## src/rtl/pico_pkg.sv

```systemverilog
// Shared definitions for the pico core.
// Contents:
//   N, R         data width and register count
//   OUT_ADDR_DEF register address mapped to the output port (r31)
//   IN_ADDR      register address fed from the input port (r30)
//   word_t       one data word
//   raddr_t      one register address
package pico;
  localparam int N            = 8;
  localparam int R            = 32;
  localparam int OUT_ADDR_DEF = 31;
  localparam int IN_ADDR      = 30;

  typedef logic [N-1:0]         word_t;
  typedef logic [$clog2(R)-1:0] raddr_t;
endpackage

```

## src/rtl/out_port_sync_fifo.sv

```systemverilog
// Single-clock FIFO used by out_port.
// Ports:
//   clk_i, rst_ni  clock, asynchronous active-low reset
//   push_i         write wdata_i at the tail (caller must not push when full
//                  unless it pops in the same cycle)
//   pop_i          drop the head entry (ignored when empty)
//   wdata_i        tail data
//   rdata_o        head data (raw storage, undefined when empty)
//   full_o         level == DEPTH
//   empty_o        level == 0
//   level_o        entry count, 0..DEPTH
module sync_fifo #(
  parameter int  DEPTH = 4,
  parameter type T     = logic [7:0]
) (
  input  logic                     clk_i,
  input  logic                     rst_ni,
  input  logic                     push_i,
  input  logic                     pop_i,
  input  T                         wdata_i,
  output T                         rdata_o,
  output logic                     full_o,
  output logic                     empty_o,
  output logic [$clog2(DEPTH):0]   level_o
);
  localparam int             AW       = $clog2(DEPTH);
  localparam logic [AW:0]    FULL_LVL = (AW + 1)'(DEPTH);

  // Pointers carry one extra MSB so that full (MSBs differ) and empty
  // (pointers equal) are distinguishable without a separate counter.
  logic [AW:0] wr_ptr_q, wr_ptr_d;
  logic [AW:0] rd_ptr_q, rd_ptr_d;
  logic        do_pop;

  T mem_q [DEPTH];

  assign empty_o = (wr_ptr_q == rd_ptr_q);
  assign level_o = wr_ptr_q - rd_ptr_q;
  assign full_o  = (level_o == FULL_LVL);
  assign do_pop  = pop_i & ~empty_o;
  assign rdata_o = mem_q[rd_ptr_q[AW-1:0]];

  always_comb begin
    wr_ptr_d = wr_ptr_q;
    rd_ptr_d = rd_ptr_q;
    if (push_i) wr_ptr_d = wr_ptr_q + 1'b1;
    if (do_pop) rd_ptr_d = rd_ptr_q + 1'b1;
  end

  always_ff @(posedge clk_i or negedge rst_ni) begin
    if (!rst_ni) begin
      wr_ptr_q <= '0;
      rd_ptr_q <= '0;
    end else begin
      wr_ptr_q <= wr_ptr_d;
      rd_ptr_q <= rd_ptr_d;
    end
  end

  // Storage is deliberately not reset; the pointers alone define validity.
  // A push into a full FIFO with a simultaneous pop overwrites the slot being
  // read, which is safe because the head is read before the edge.
  always_ff @(posedge clk_i) begin
    if (push_i) mem_q[wr_ptr_q[AW-1:0]] <= wdata_i;
  end
endmodule

```

## src/rtl/out_port.sv

```systemverilog
// Output port of the pico core: snoops the register-file write bus and
// queues every write to OUT_ADDR for an off-chip sink.
// Ports:
//   clk_i, rst_ni        clock, asynchronous active-low reset
//   wr_en_i, rd_addr_i,  register-file write bus (shared with rf, not gated)
//   wd_data_i
//   stall_o              FIFO full; core must hold further OUT_ADDR writes
//   ext_data_o           head data, 0 while ext_valid_o is low
//   ext_valid_o          head entry valid
//   ext_ready_i          sink accepts the head this cycle
//   level_o              entry count 0..DEPTH
//   ovf_o                sticky: a write was dropped
//   drop_cnt_o           dropped writes, saturating at 255
//   clr_ovf_i            synchronous clear of ovf_o / drop_cnt_o
//
// Handshake: an entry transfers on a rising edge where ext_valid_o and
// ext_ready_i are both high. ext_valid_o and ext_data_o come from registered
// state only, stay stable until that transfer, and never depend on
// ext_ready_i in the same cycle. ready while valid is low is ignored.
module out_port
  import pico::*;
#(
  parameter int DEPTH    = 4,
  parameter int OUT_ADDR = OUT_ADDR_DEF
) (
  input  logic                   clk_i,
  input  logic                   rst_ni,
  input  logic                   wr_en_i,
  input  raddr_t                 rd_addr_i,
  input  word_t                  wd_data_i,
  output logic                   stall_o,
  output word_t                  ext_data_o,
  output logic                   ext_valid_o,
  input  logic                   ext_ready_i,
  output logic [$clog2(DEPTH):0] level_o,
  output logic                   ovf_o,
  output logic [7:0]             drop_cnt_o,
  input  logic                   clr_ovf_i
);
  logic  push, pop, drop, fifo_push;
  logic  fifo_full, fifo_empty;
  word_t fifo_head;

  logic       ovf_q, ovf_d;
  logic [7:0] drop_cnt_q, drop_cnt_d;

  assign push = wr_en_i & (rd_addr_i == raddr_t'(OUT_ADDR));
  assign pop  = ext_valid_o & ext_ready_i;
  // A full FIFO still accepts a push when the head leaves in the same cycle.
  assign fifo_push = push & (~fifo_full | pop);
  assign drop      = push & fifo_full & ~pop;

  sync_fifo #(
    .DEPTH (DEPTH),
    .T     (word_t)
  ) u_fifo (
    .clk_i   (clk_i),
    .rst_ni  (rst_ni),
    .push_i  (fifo_push),
    .pop_i   (pop),
    .wdata_i (wd_data_i),
    .rdata_o (fifo_head),
    .full_o  (fifo_full),
    .empty_o (fifo_empty),
    .level_o (level_o)
  );

  assign ext_valid_o = ~fifo_empty;
  assign ext_data_o  = fifo_empty ? '0 : fifo_head;
  assign stall_o     = fifo_full;

  // A drop in the same cycle as a clear wins: the clear erases history and
  // the new drop is counted as the first one.
  always_comb begin
    ovf_d      = ovf_q;
    drop_cnt_d = drop_cnt_q;
    if (drop) begin
      ovf_d = 1'b1;
      if (clr_ovf_i)                 drop_cnt_d = 8'd1;
      else if (drop_cnt_q != 8'hFF)  drop_cnt_d = drop_cnt_q + 8'd1;
    end else if (clr_ovf_i) begin
      ovf_d      = 1'b0;
      drop_cnt_d = 8'd0;
    end
  end

  always_ff @(posedge clk_i or negedge rst_ni) begin
    if (!rst_ni) begin
      ovf_q      <= 1'b0;
      drop_cnt_q <= 8'd0;
    end else begin
      ovf_q      <= ovf_d;
      drop_cnt_q <= drop_cnt_d;
    end
  end

  assign ovf_o      = ovf_q;
  assign drop_cnt_o = drop_cnt_q;
endmodule

```

## config.mk

```make
export PLATFORM = sky130hd
export DESIGN_NAME = out_port
export DESIGN_NICKNAME = d
export VERILOG_FILES = /design/src/rtl/pico_pkg.sv /design/src/rtl/out_port_sync_fifo.sv /design/src/rtl/out_port.sv
export SDC_FILE = /design/constraint.sdc
export NUM_CORES = 1
export LEC_CHECK = 0
export BUFFER_PORTS_ARGS = -buffer_cell sky130_fd_sc_hd__buf_2
export CAP_MARGIN = 5
export CORE_UTILIZATION = 53
export CTS_CLUSTER_SIZE = 30
export DETAILED_ROUTE_END_ITERATION = 10
export GPL_ROUTABILITY_DRIVEN = 0
export HOLD_SLACK_MARGIN = 0.03
export PLACE_DENSITY = 0.83
export SYNTH_ARGS = -nofsm -noshare
export SYNTH_HDL_FRONTEND = slang
export SYNTH_SLANG_ARGS = --single-unit
```

## constraint.sdc

```tcl
create_clock -name clk_i -period 5.65 [get_ports clk_i]
set_input_delay 0.2825 -clock clk_i [delete_from_list [all_inputs] [get_ports clk_i]]
set_output_delay 0.2825 -clock clk_i [all_outputs]
set_load 0.03 [all_outputs]
```

==> results of run 1 <==
-- synth_stat cells, drive strengths merged (2+ instances only) --
master	n	area, um2
and2	12	75.1
mux4	8	180
nor3	3	15.0
nand3	2	22.5
mux2	6	67.6
nor2	5	18.8
xnor2	4	35.0
dfrtp	15	375
nand4	2	12.5
ha	8	100
o21ai	2	10.0
nand2b	4	25.0
nor4	6	37.5
inv	9	33.8
nor2b	5	31.3
or2	2	12.5
clkbuf	4	16.3
xor2	2	17.5
nand2	7	26.3
edfxtp	32	961
-- worst max-delay path: cells and delay by family (launching register included) --
family / cells / cell delay (ns)
flops: 1 / 0.60
xor+xnor: 1 / 0.27
buf+inv: 1 / 0.08
simple gates: 1 / 0.16
compound gates: 1 / 0.68
fa+ha+maj: 2 / 0.70
-- cell type report --
class / count / area, um2 / share of cell area
multi-input combinational: 90 / 820 / 0.319
timing repair buffer: 40 / 205 / 0.0798
clock inverter: 3 / 46.3 / 0.0180
clock buffer: 5 / 68.8 / 0.0268
inverter: 9 / 33.8 / 0.0131
tap: 50 / 62.6 / 0.0243
sequential: 47 / 1340 / 0.519
-- state kept, by name, indices dropped and copies added (netlist names) --
name / cells
u_fifo.wr_ptr_q: 3
ovf_o: 1
u_fifo.rd_ptr_q: 3
u_fifo.mem_q: 32
drop_cnt_o: 8
-- layer usage --
layer	up-vias	GRT usage	wire [um]
met3	7	0.0479	261
met2	52	0.299	1940
met1	648	0.295	1750
li1	634	-	-
met4	0	0.0878	55
met5	-	0	0
-- where the power goes --
group,switching (mW),internal [mW],total (mW)
clock,0.117,0.133,0.250
combinational,0.384,0.223,0.607
sequential,0.0515,0.391,0.442
-- through the flow --
stage,instance area (um2),power (mW),setup WS (ns),util,hold slack (ns)
final,2570,1.30,2.80,0.643,0.192
after CTS,2570,1.31,2.75,0.643,0.189
after global placement,2450,1.04,2.90,0.612,0.200
after global routing,2570,1.37,2.62,0.643,0.189
after floorplan,2210,0.912,3.14,-,-0.0131
after detailed placement,2450,1.06,2.78,0.612,0.206
-- worst paths after layout --
path	to	start	depth (start not counted)
worst max-delay path	u_fifo.mem_q[3][1]$_DFFE_PP_	u_fifo.rd_ptr_q[0]$_DFFE_PN0P_	6
min in group asynchronous	u_fifo.wr_ptr_q[0]$_DFFE_PN0N_	rst_ni	2
worst min-delay path	u_fifo.mem_q[3][3]$_DFFE_PP_	wd_data_i[3]	1
worst min register to register	u_fifo.rd_ptr_q[2]$_DFFE_PN0P_	u_fifo.rd_ptr_q[2]$_DFFE_PN0P_	1
worst max register to register	u_fifo.mem_q[3][1]$_DFFE_PP_	u_fifo.rd_ptr_q[0]$_DFFE_PN0P_	6
max in group asynchronous	drop_cnt_o[5]$_DFFE_PN0P_	rst_ni	2
-- cells by family (layout without fill, tap and decap cells) --
kind of cell	Yosys count	after routing	synth area share
xor gates and xnor gates	7	7	0.0351
and+or+nand+nor	51	51	0.136
muxes	15	15	0.117
DFF	47	47	0.604
adders and majority gates	9	9	0.0543
buffers and inverters	14	57	0.0249
AOI/OAI and AO/OA	8	8	0.0283
==> reports/metrics.cfg, run 1 <==
[outcome]
status = finished clean

[synth]
ys.flop_type = edfxtp_1
async_flop_share = 0.319
synth_nets = 178
postSynthAreaPerCell_um2 = 14.6
synth_area_um2 = 2210
synth_edf_count = 32
yosysSeqAreaShare = 0.604
postSynthCellCount = 151
ys_ff_latch = 47
ys_warn_count = 0
yosysUniqueCellTypes = 37

[final_layout]
drive_above_1_share = 0.320
mostFrequentLayoutCell = buf_2
stdcell_count = 244
final_cell_mix = buf_2 (39), edfxtp_1 (32), dfrtp_1 (15), and2_1 (12)
fillers = 292
diodes = 0
nNetsFinal = 220
areaGrowthSynthToFinish_pct = 16.4

[clock_tree]
post_cts_buffers = 0
cts_made_buffers = 5
ctsHoldBuffers = 1
clk_latency_ns = 0.30
h-tree-depth = 2
path_clk_slew_ns = 0.10
max-clock-path-buffers = 2
tritoncts = done
cts_resized = 0
clock_sinks = 47
cts_root_buffer = clkbuf_8

[sta]
setup-violations-final = 0
max_freq_ghz = 0.351
rsz0062_at_grt = false
finalWorstPathRequiredPeriod_ns = 2.85
tightest_slew_ns = 0.816
skew_ns = 0.0100
hold_viol = 0
post-route-period-util = 0.504
drv_slew = 0
setup_tns_ns = 0
slew_headroom = 0.455

[placed_design]
io_buffers = 39
dp_hpwl_um = 2920
placed_cells = 235

[floorplanning]
io_pins = 40
core-area_um2 = 4000
fp.dieArea_um2 = 4430
fp.dieW_um = 66.6
start_util = 0.553
rows = 23
die_h_um = 66.6

[global_routing]
grt_first_pass_wirelength_um = 6420
grt_pass1_vias = 1300
grt_antenna_before_repair = 0
grt_start_max_net_pins = 17
grt_usage = 0.206
grt_overflow_total = 0

[setup_path]
worstPathMaxFanout = 11
cp_slowest_cell = a211oi_2
cp_slowest_stage_delay_ns = 0.68
cp-end-kind = flop
crit_chain = ha_1, fa_1, xor3_2, nand3_4, inv_2, a211oi_2
rrSetupSlack_ns = 2.80
worst_setup_path_start_kind = flop
worstPathArrival_ns = 2.78
crit_type = flop to flop
required_ns = 5.58

[routing]
initialDrtViolationCount = 45
wire_per_inst_um = 16.4
drc = 0
viasPerCell = 5.50
final_antenna_net_count = 0
num_vias = 1341
drt-total-wl_um = 4010
dr.pass1.iters = 4

[run]
maxCapViolations = 0

[min_path]
hp-class = input pin to flop

[power]
p_per_area_nw_per_um2 = 505
ir_worst_vdd_uv = 545
leakage_nw = 1.05

(Power assumes the default switching activity.)
==> inputs of run 2 (changes only) <==
--- a/config.mk
+++ b/config.mk
@@ -7,12 +7,12 @@
 export LEC_CHECK = 0
 export BUFFER_PORTS_ARGS = -buffer_cell sky130_fd_sc_hd__buf_2
 export CAP_MARGIN = 5
-export CORE_UTILIZATION = 53
+export CORE_UTILIZATION = 49
 export CTS_CLUSTER_SIZE = 30
 export DETAILED_ROUTE_END_ITERATION = 10
 export GPL_ROUTABILITY_DRIVEN = 0
 export HOLD_SLACK_MARGIN = 0.03
-export PLACE_DENSITY = 0.83
+export PLACE_DENSITY = 0.81
 export SYNTH_ARGS = -nofsm -noshare
 export SYNTH_HDL_FRONTEND = slang
 export SYNTH_SLANG_ARGS = --single-unit
==> constraint.sdc (replaced) <==
create_clock -name clk_i -period 2.3 [get_ports clk_i]
set_input_delay 0.115 -clock clk_i [delete_from_list [all_inputs] [get_ports clk_i]]
set_output_delay 0.115 -clock clk_i [all_outputs]
set_load 0.03 [all_outputs]
==> reports/metrics.cfg, run 2 (same netlist as run 1, synthesis figures left out) <==
[setup_path]
worst_setup_path_start_kind = flop
cp_slowest_cell = dfrtp_1
cp_top_family = adder cells
crit_chain = inv_2, ha_2, fa_2, xor3_2, nand3_4, inv_8, a21oi_4, and2_4
crit_type = flop to flop
cp-end-kind = flop
required_ns = 2.30  ; -3.28 ns
critical_path_buf_inv_count = 2  ; +1
worstPathArrival_ns = 2.19  ; -0.59 ns
cp_slowest_stage_delay_ns = 0.39  ; -0.29 ns
worstPathMaxFanout = 8  ; -3

[global_routing]
grt_antenna_before_repair = 0  ; unchanged
grt_overflow_total = 0  ; unchanged
grt_pass1_vias = 1339  ; +3.0%
grt_start_max_net_pins = 17  ; unchanged
grt_first_pass_wirelength_um = 6470  ; +0.76%
grt_usage = 0.175  ; -0.0308

[sta]
whs_ns = 0.0387  ; -0.153 ns
post-route-period-util = 0.952  ; +0.448
tightest_slew_ns = 0.450  ; -0.366 ns
setup-violations-final = 0  ; unchanged
slew_headroom = 0.700  ; +0.245
hold_viol = 0  ; unchanged
max_freq_ghz = 0.456  ; +30%
skew_ns = 0.00887  ; -0.00117 ns
finalWorstPathRequiredPeriod_ns = 2.19  ; -0.659 ns
rsz0062_at_grt = false
drv_slew = 0  ; unchanged

[placed_design]
dp_hpwl_um = 2780  ; -4.9%
placed_cells = 243  ; +3.4%
io_buffers = 39  ; unchanged
dpl_cell_area_um2 = 2520  ; +3.0%

[final_layout]
final_cell_mix = buf_2 (39), edfxtp_1 (32), dfrtp_1 (15), buf_4 (10), and2_1 (9)
mostFrequentLayoutCell = buf_2
finalInstanceArea_um2 = 2750  ; +6.9%
fillers = 326  ; +12%
multi_input_area_um2 = 882  ; +7.6%
largest_register_ffs = 32  ; unchanged
seq_area_um2 = 1340  ; unchanged
areaGrowthSynthToFinish_pct = 24.4
diodes = 0  ; unchanged
drive_above_1_share = 0.399  ; +0.0795
stdcell_count = 260  ; +6.6%
nNetsFinal = 234  ; +6.4%

[floorplanning]
rows = 24  ; +4.3%
start_util = 0.508  ; -0.0449
die_h_um = 69.2  ; +3.9%
core-area_um2 = 4350  ; +8.9%
fp.dieW_um = 69.2  ; +3.9%
io_pins = 40  ; unchanged
fp.dieArea_um2 = 4780  ; +7.9%

[clock_tree]
clock_sinks = 47  ; unchanged
path_clk_slew_ns = 0.09  ; about the same
tritoncts = done
max-clock-path-buffers = 2  ; unchanged
clk_latency_ns = 0.30  ; about the same
h-tree-depth = 2  ; unchanged
cts_root_buffer = clkbuf_8
cts_made_buffers = 5  ; unchanged

[power]
p_per_area_nw_per_um2 = 1250  ; +150%
power.total_mw = 3.44  ; +160%
ir_worst_vdd_uv = 641  ; +18%
leakage_nw = 1.11  ; +6.5%

[routing]
wl_met2_um = 2050  ; +5.8%
drc = 0  ; unchanged
num_vias = 1395  ; +4.0%
final_antenna_net_count = 0  ; unchanged
dr_wl_met3_um = 124  ; -52%
wl_met1_um = 1780  ; +1.5%
dr.pass1.iters = 4  ; unchanged
highest_layer = met4
drt-total-wl_um = 4040  ; +0.80%
initialDrtViolationCount = 65  ; +44%
wire_per_inst_um = 15.5  ; -5.4%
viasPerCell = 5.37  ; -2.4%

[outcome]
status = finished clean

[run]
maxCapViolations = 0  ; unchanged

[min_path]
hp-class = input pin to flop

[run 2: repair_timing]
item,in CTS,in global routing
hold buffers,4,0
pin swaps,0,2
endpoints found under the hold margin,27,0
endpoints found under the setup margin,9,33
resized for setup,1,5
gates cloned,0,1
buffers inserted,0,4
[run 2: layout make-up]
| type | instances | share of cell area |
|---|---|---|
| flip-flops and latches | 47 | 0.486 |
| multi-input cells | 91 | 0.321 |
| repair buffers | 53 | 0.113 |
| clock buffers | 5 | 0.0250 |
| well taps | 52 | 0.0237 |
| clock inverters | 3 | 0.0168 |
| inverters | 9 | 0.0150 |
[run 2: final timing paths]
kind / startpoint / to / slack, ns / cells past startpoint
setup / recovery: u_fifo.wr_ptr_q[0]$_DFFE_PN0N_ / u_fifo.mem_q[2][6]$_DFFE_PP_ / 0.11 / 8
hold / removal: wd_data_i[6] / u_fifo.mem_q[1][6]$_DFFE_PP_ / 0.04 / 1
max in group asynchronous: rst_ni / u_fifo.rd_ptr_q[1]$_DFFE_PN0P_ / 1.79 / 2
setup reg to reg: u_fifo.wr_ptr_q[0]$_DFFE_PN0N_ / u_fifo.mem_q[2][6]$_DFFE_PP_ / 0.11 / 8
hold reg to reg: u_fifo.rd_ptr_q[2]$_DFFE_PN0P_ / u_fifo.rd_ptr_q[2]$_DFFE_PN0P_ / 0.55 / 1
min in group asynchronous: rst_ni / drop_cnt_o[4]$_DFFE_PN0P_ / 0.25 / 2
[run 2: worst register-to-register path, stage by stage, from the launching register on]
cell and delay (ns):
dfrtp_1 0.39, inv_2 0.07, ha_2 0.17, fa_2 0.33, xor3_2 0.28, nand3_4 0.15
inv_8 0.06, a21oi_4 0.20, and2_4 0.25
[run 2: per-layer routing]
metal	vias up	global-route usage
li1	664	-
met1	684	0.232
met2	38	0.288
met3	9	0.0363
met4	0	0.0612
met5	-	0
[run 2: per-stage QoR]
stage	util	setup TNS [ns]	setup slack (ns)
floorplan	-	0	0.00880
global placement	0.579	0	0.0780
finish	0.632	0	0.109
CTS	0.616	0	0.0394
detailed placement	0.579	-0.0412	-0.00378
global route	0.632	0	0.0104
[run 2: power by group]
group	leakage [nW]	internal, mW	switching (mW)
sequential	0.486	0.962	0.0536
combinational	0.573	0.677	1.14
clock	0.0548	0.327	0.278
total	1.11	1.97	1.47
==> inputs of run 3 (changes only) <==
--- a/config.mk
+++ b/config.mk
@@ -7,11 +7,12 @@
 export LEC_CHECK = 0
 export BUFFER_PORTS_ARGS = -buffer_cell sky130_fd_sc_hd__buf_2
 export CAP_MARGIN = 5
+export CORE_MARGIN = 3
 export CORE_UTILIZATION = 49
 export CTS_CLUSTER_SIZE = 30
 export DETAILED_ROUTE_END_ITERATION = 10
 export GPL_ROUTABILITY_DRIVEN = 0
-export HOLD_SLACK_MARGIN = 0.03
+export GPL_TIMING_DRIVEN = 0
 export PLACE_DENSITY = 0.81
 export SYNTH_ARGS = -nofsm -noshare
 export SYNTH_HDL_FRONTEND = slang
==> reports/metrics.cfg, run 3 (same netlist as run 1, synthesis figures left out) <==
[outcome]
status = finished, violations left
failed_checks = negative setup slack

[routing]
num_vias = 1472  ; +5.5%
final_antenna_net_count = 0  ; unchanged
viasPerCell = 5.64  ; +5.1%
initialDrtViolationCount = 89  ; +37%
highest_layer = met4
drt-total-wl_um = 4930  ; +22%
dr.pass1.iters = 4  ; unchanged
wl_met2_um = 2590  ; +26%
wire_per_inst_um = 18.9  ; +21%
dr_wl_met3_um = 361  ; +190%
wl_met1_um = 1890  ; +6.4%
drc = 0  ; unchanged

[placed_design]
io_buffers = 39  ; unchanged
dp_hpwl_um = 3190  ; +15%
placed_cells = 240  ; -1.2%

[sta]
setup-violations-final = 3  ; +3
whs_ns = 0.0190  ; -0.0197 ns
hold_viol = 0  ; unchanged
drv_slew = 0  ; unchanged
setup_tns_ns = -0.0156  ; -0.0156 ns
setup_ws_ns = -0.00614  ; -0.115 ns
skew_ns = 0.0109  ; +0.00202 ns
post-route-period-util = 1.00  ; +0.0502
tightest_slew_ns = 0.430  ; -0.0201 ns
max_freq_ghz = 0.434  ; -5.0%
slew_headroom = 0.713  ; +0.0134
finalWorstPathRequiredPeriod_ns = 2.31  ; +0.115 ns
rsz0062_at_grt = true

[floorplanning]
fp.dieW_um = 73.2  ; +5.8%
io_pins = 40  ; unchanged
core-area_um2 = 4170  ; -4.2%
start_util = 0.530  ; +0.0221
rows = 23  ; -4.2%
die_h_um = 73.2  ; +5.8%
fp.dieArea_um2 = 5350  ; +12%

[global_routing]
grt_usage = 0.191  ; +0.0161
grt_overflow_total = 0  ; unchanged
grt_first_pass_wirelength_um = 7460  ; +15%
grt_antenna_before_repair = 0  ; unchanged
grt_start_max_net_pins = 16  ; -1
grt_pass1_vias = 1475  ; +10%

[final_layout]
seq_area_um2 = 1340  ; about the same
fin_util = 0.663  ; +0.0314
final_cell_mix = buf_2 (41), edfxtp_1 (32), dfrtp_1 (14), buf_4 (12), and2_1 (9)
areaGrowthSynthToFinish_pct = 25.1
diodes = 0  ; unchanged
stdcell_count = 261  ; +0.38%
nNetsFinal = 237  ; +1.3%
drive_above_1_share = 0.431  ; +0.0322
mostFrequentLayoutCell = buf_2
fillers = 280  ; -14%
largest_register_ffs = 32  ; unchanged
multi_input_area_um2 = 902  ; +2.3%

[setup_path]
cp_top_family = adder cells
worst_setup_path_start_kind = flop
path_depth = 8  ; unchanged
cp-end-kind = flop
rrSetupSlack_ns = -0.006  ; -0.12 ns
worstPathMaxFanout = 8  ; unchanged
r2r_cells = 8  ; unchanged
critPathCapture = u_fifo.mem_q[0][3]$_DFFE_PP_
cp_slowest_stage_delay_ns = 0.39  ; about the same
critical_path_buf_inv_count = 2  ; unchanged
reg2reg_to = u_fifo.mem_q[0][3]$_DFFE_PP_
cp_slowest_cell = dfrtp_1
reg2reg_from = u_fifo.wr_ptr_q[0]$_DFFE_PN0N_
critPathLaunch = u_fifo.wr_ptr_q[0]$_DFFE_PN0N_
crit_type = flop to flop
worstPathArrival_ns = 2.32  ; +0.13 ns
crit_chain = inv_2, ha_4, fa_2, xor3_2, nand3_4, inv_8, a21oi_4, and2_4
required_ns = 2.31  ; about the same

[clock_tree]
cts_root_buffer = clkbuf_8
clock_sinks = 47  ; unchanged
cts_made_buffers = 5  ; unchanged
path_clk_slew_ns = 0.09  ; about the same
tritoncts = done
clk_latency_ns = 0.31  ; about the same
max-clock-path-buffers = 2  ; unchanged
h-tree-depth = 2  ; unchanged

[run]
maxCapViolations = 0  ; unchanged

[power]
leakage_nw = 1.12  ; +0.84%
p_per_area_nw_per_um2 = 1290  ; +3.4%
ir_worst_vdd_uv = 778  ; +21%
power.total_mw = 3.58  ; +4.0%

[min_path]
hp-class = input pin to flop

==> run 3: area by class of cell <==
class | instances | area share
inverters | 9 | 0.0149
repair buffers | 52 | 0.107
well taps | 50 | 0.0226
flip-flops and latches | 47 | 0.483
multi-input cells | 91 | 0.326
plain buffers | 4 | 0.0104
clock inverters | 2 | 0.00588
clock buffers | 6 | 0.0299
==> run 3: worst min-delay path by stage <==
stage                             from                           end  slack (ns)  cells after the start
final                     wd_data_i[6]  u_fifo.mem_q[2][6]$_DFFE_PP_        0.02                      1
after global routing      wd_data_i[2]  u_fifo.mem_q[3][2]$_DFFE_PP_        0.01                      1
after CTS                 wd_data_i[6]  u_fifo.mem_q[2][6]$_DFFE_PP_        0.02                      1
after detailed placement        rst_ni     drop_cnt_o[2]$_DFFE_PN0P_        0.04                      1
after global placement          rst_ni     drop_cnt_o[2]$_DFFE_PN0P_        0.03                      1
after floorplan                 rst_ni     drop_cnt_o[0]$_DFFE_PN0P_       -0.18                      0
==> run 3: worst register-to-register path, stage by stage (launching register included) <==
cell and delay, ns:
dfrtp_1 0.39, inv_2 0.09, ha_4 0.16, fa_2 0.32
xor3_2 0.30, nand3_4 0.20, inv_8 0.07, a21oi_4 0.21
and2_4 0.27
==> run 3: metal layers <==
layer  up-vias  track usage
met1       729        0.244
met5         -            0
li1        675            -
met3        11       0.0551
met4         0       0.0738
met2        57        0.307
==> run 3: what timing repair did <==
action,4_1_cts,5_1_grt
resized for setup,4,11
setup buffers,3,9
gates cloned,1,0
pin swaps,2,4
endpoints found under the setup margin,50,33
hold endpoints to repair,15,0
hold buffers,1,0
==> run 3: per-stage QoR <==
step	instance area, um2	setup WS [ns]
final	2770	-0.00614
after global routing	2770	-0.0811
after CTS	2650	0.0150
after detailed placement	2490	-0.263
after global placement	2490	-0.213
after floorplan	2240	0.00880
==> run 3: where the power goes <==
part           internal, mW  total, mW  switching, mW  leakage (nW)
clock                 0.245      0.531          0.285        0.0474
sequential            0.964       1.03         0.0676         0.485
combinational         0.768       2.02           1.25         0.591
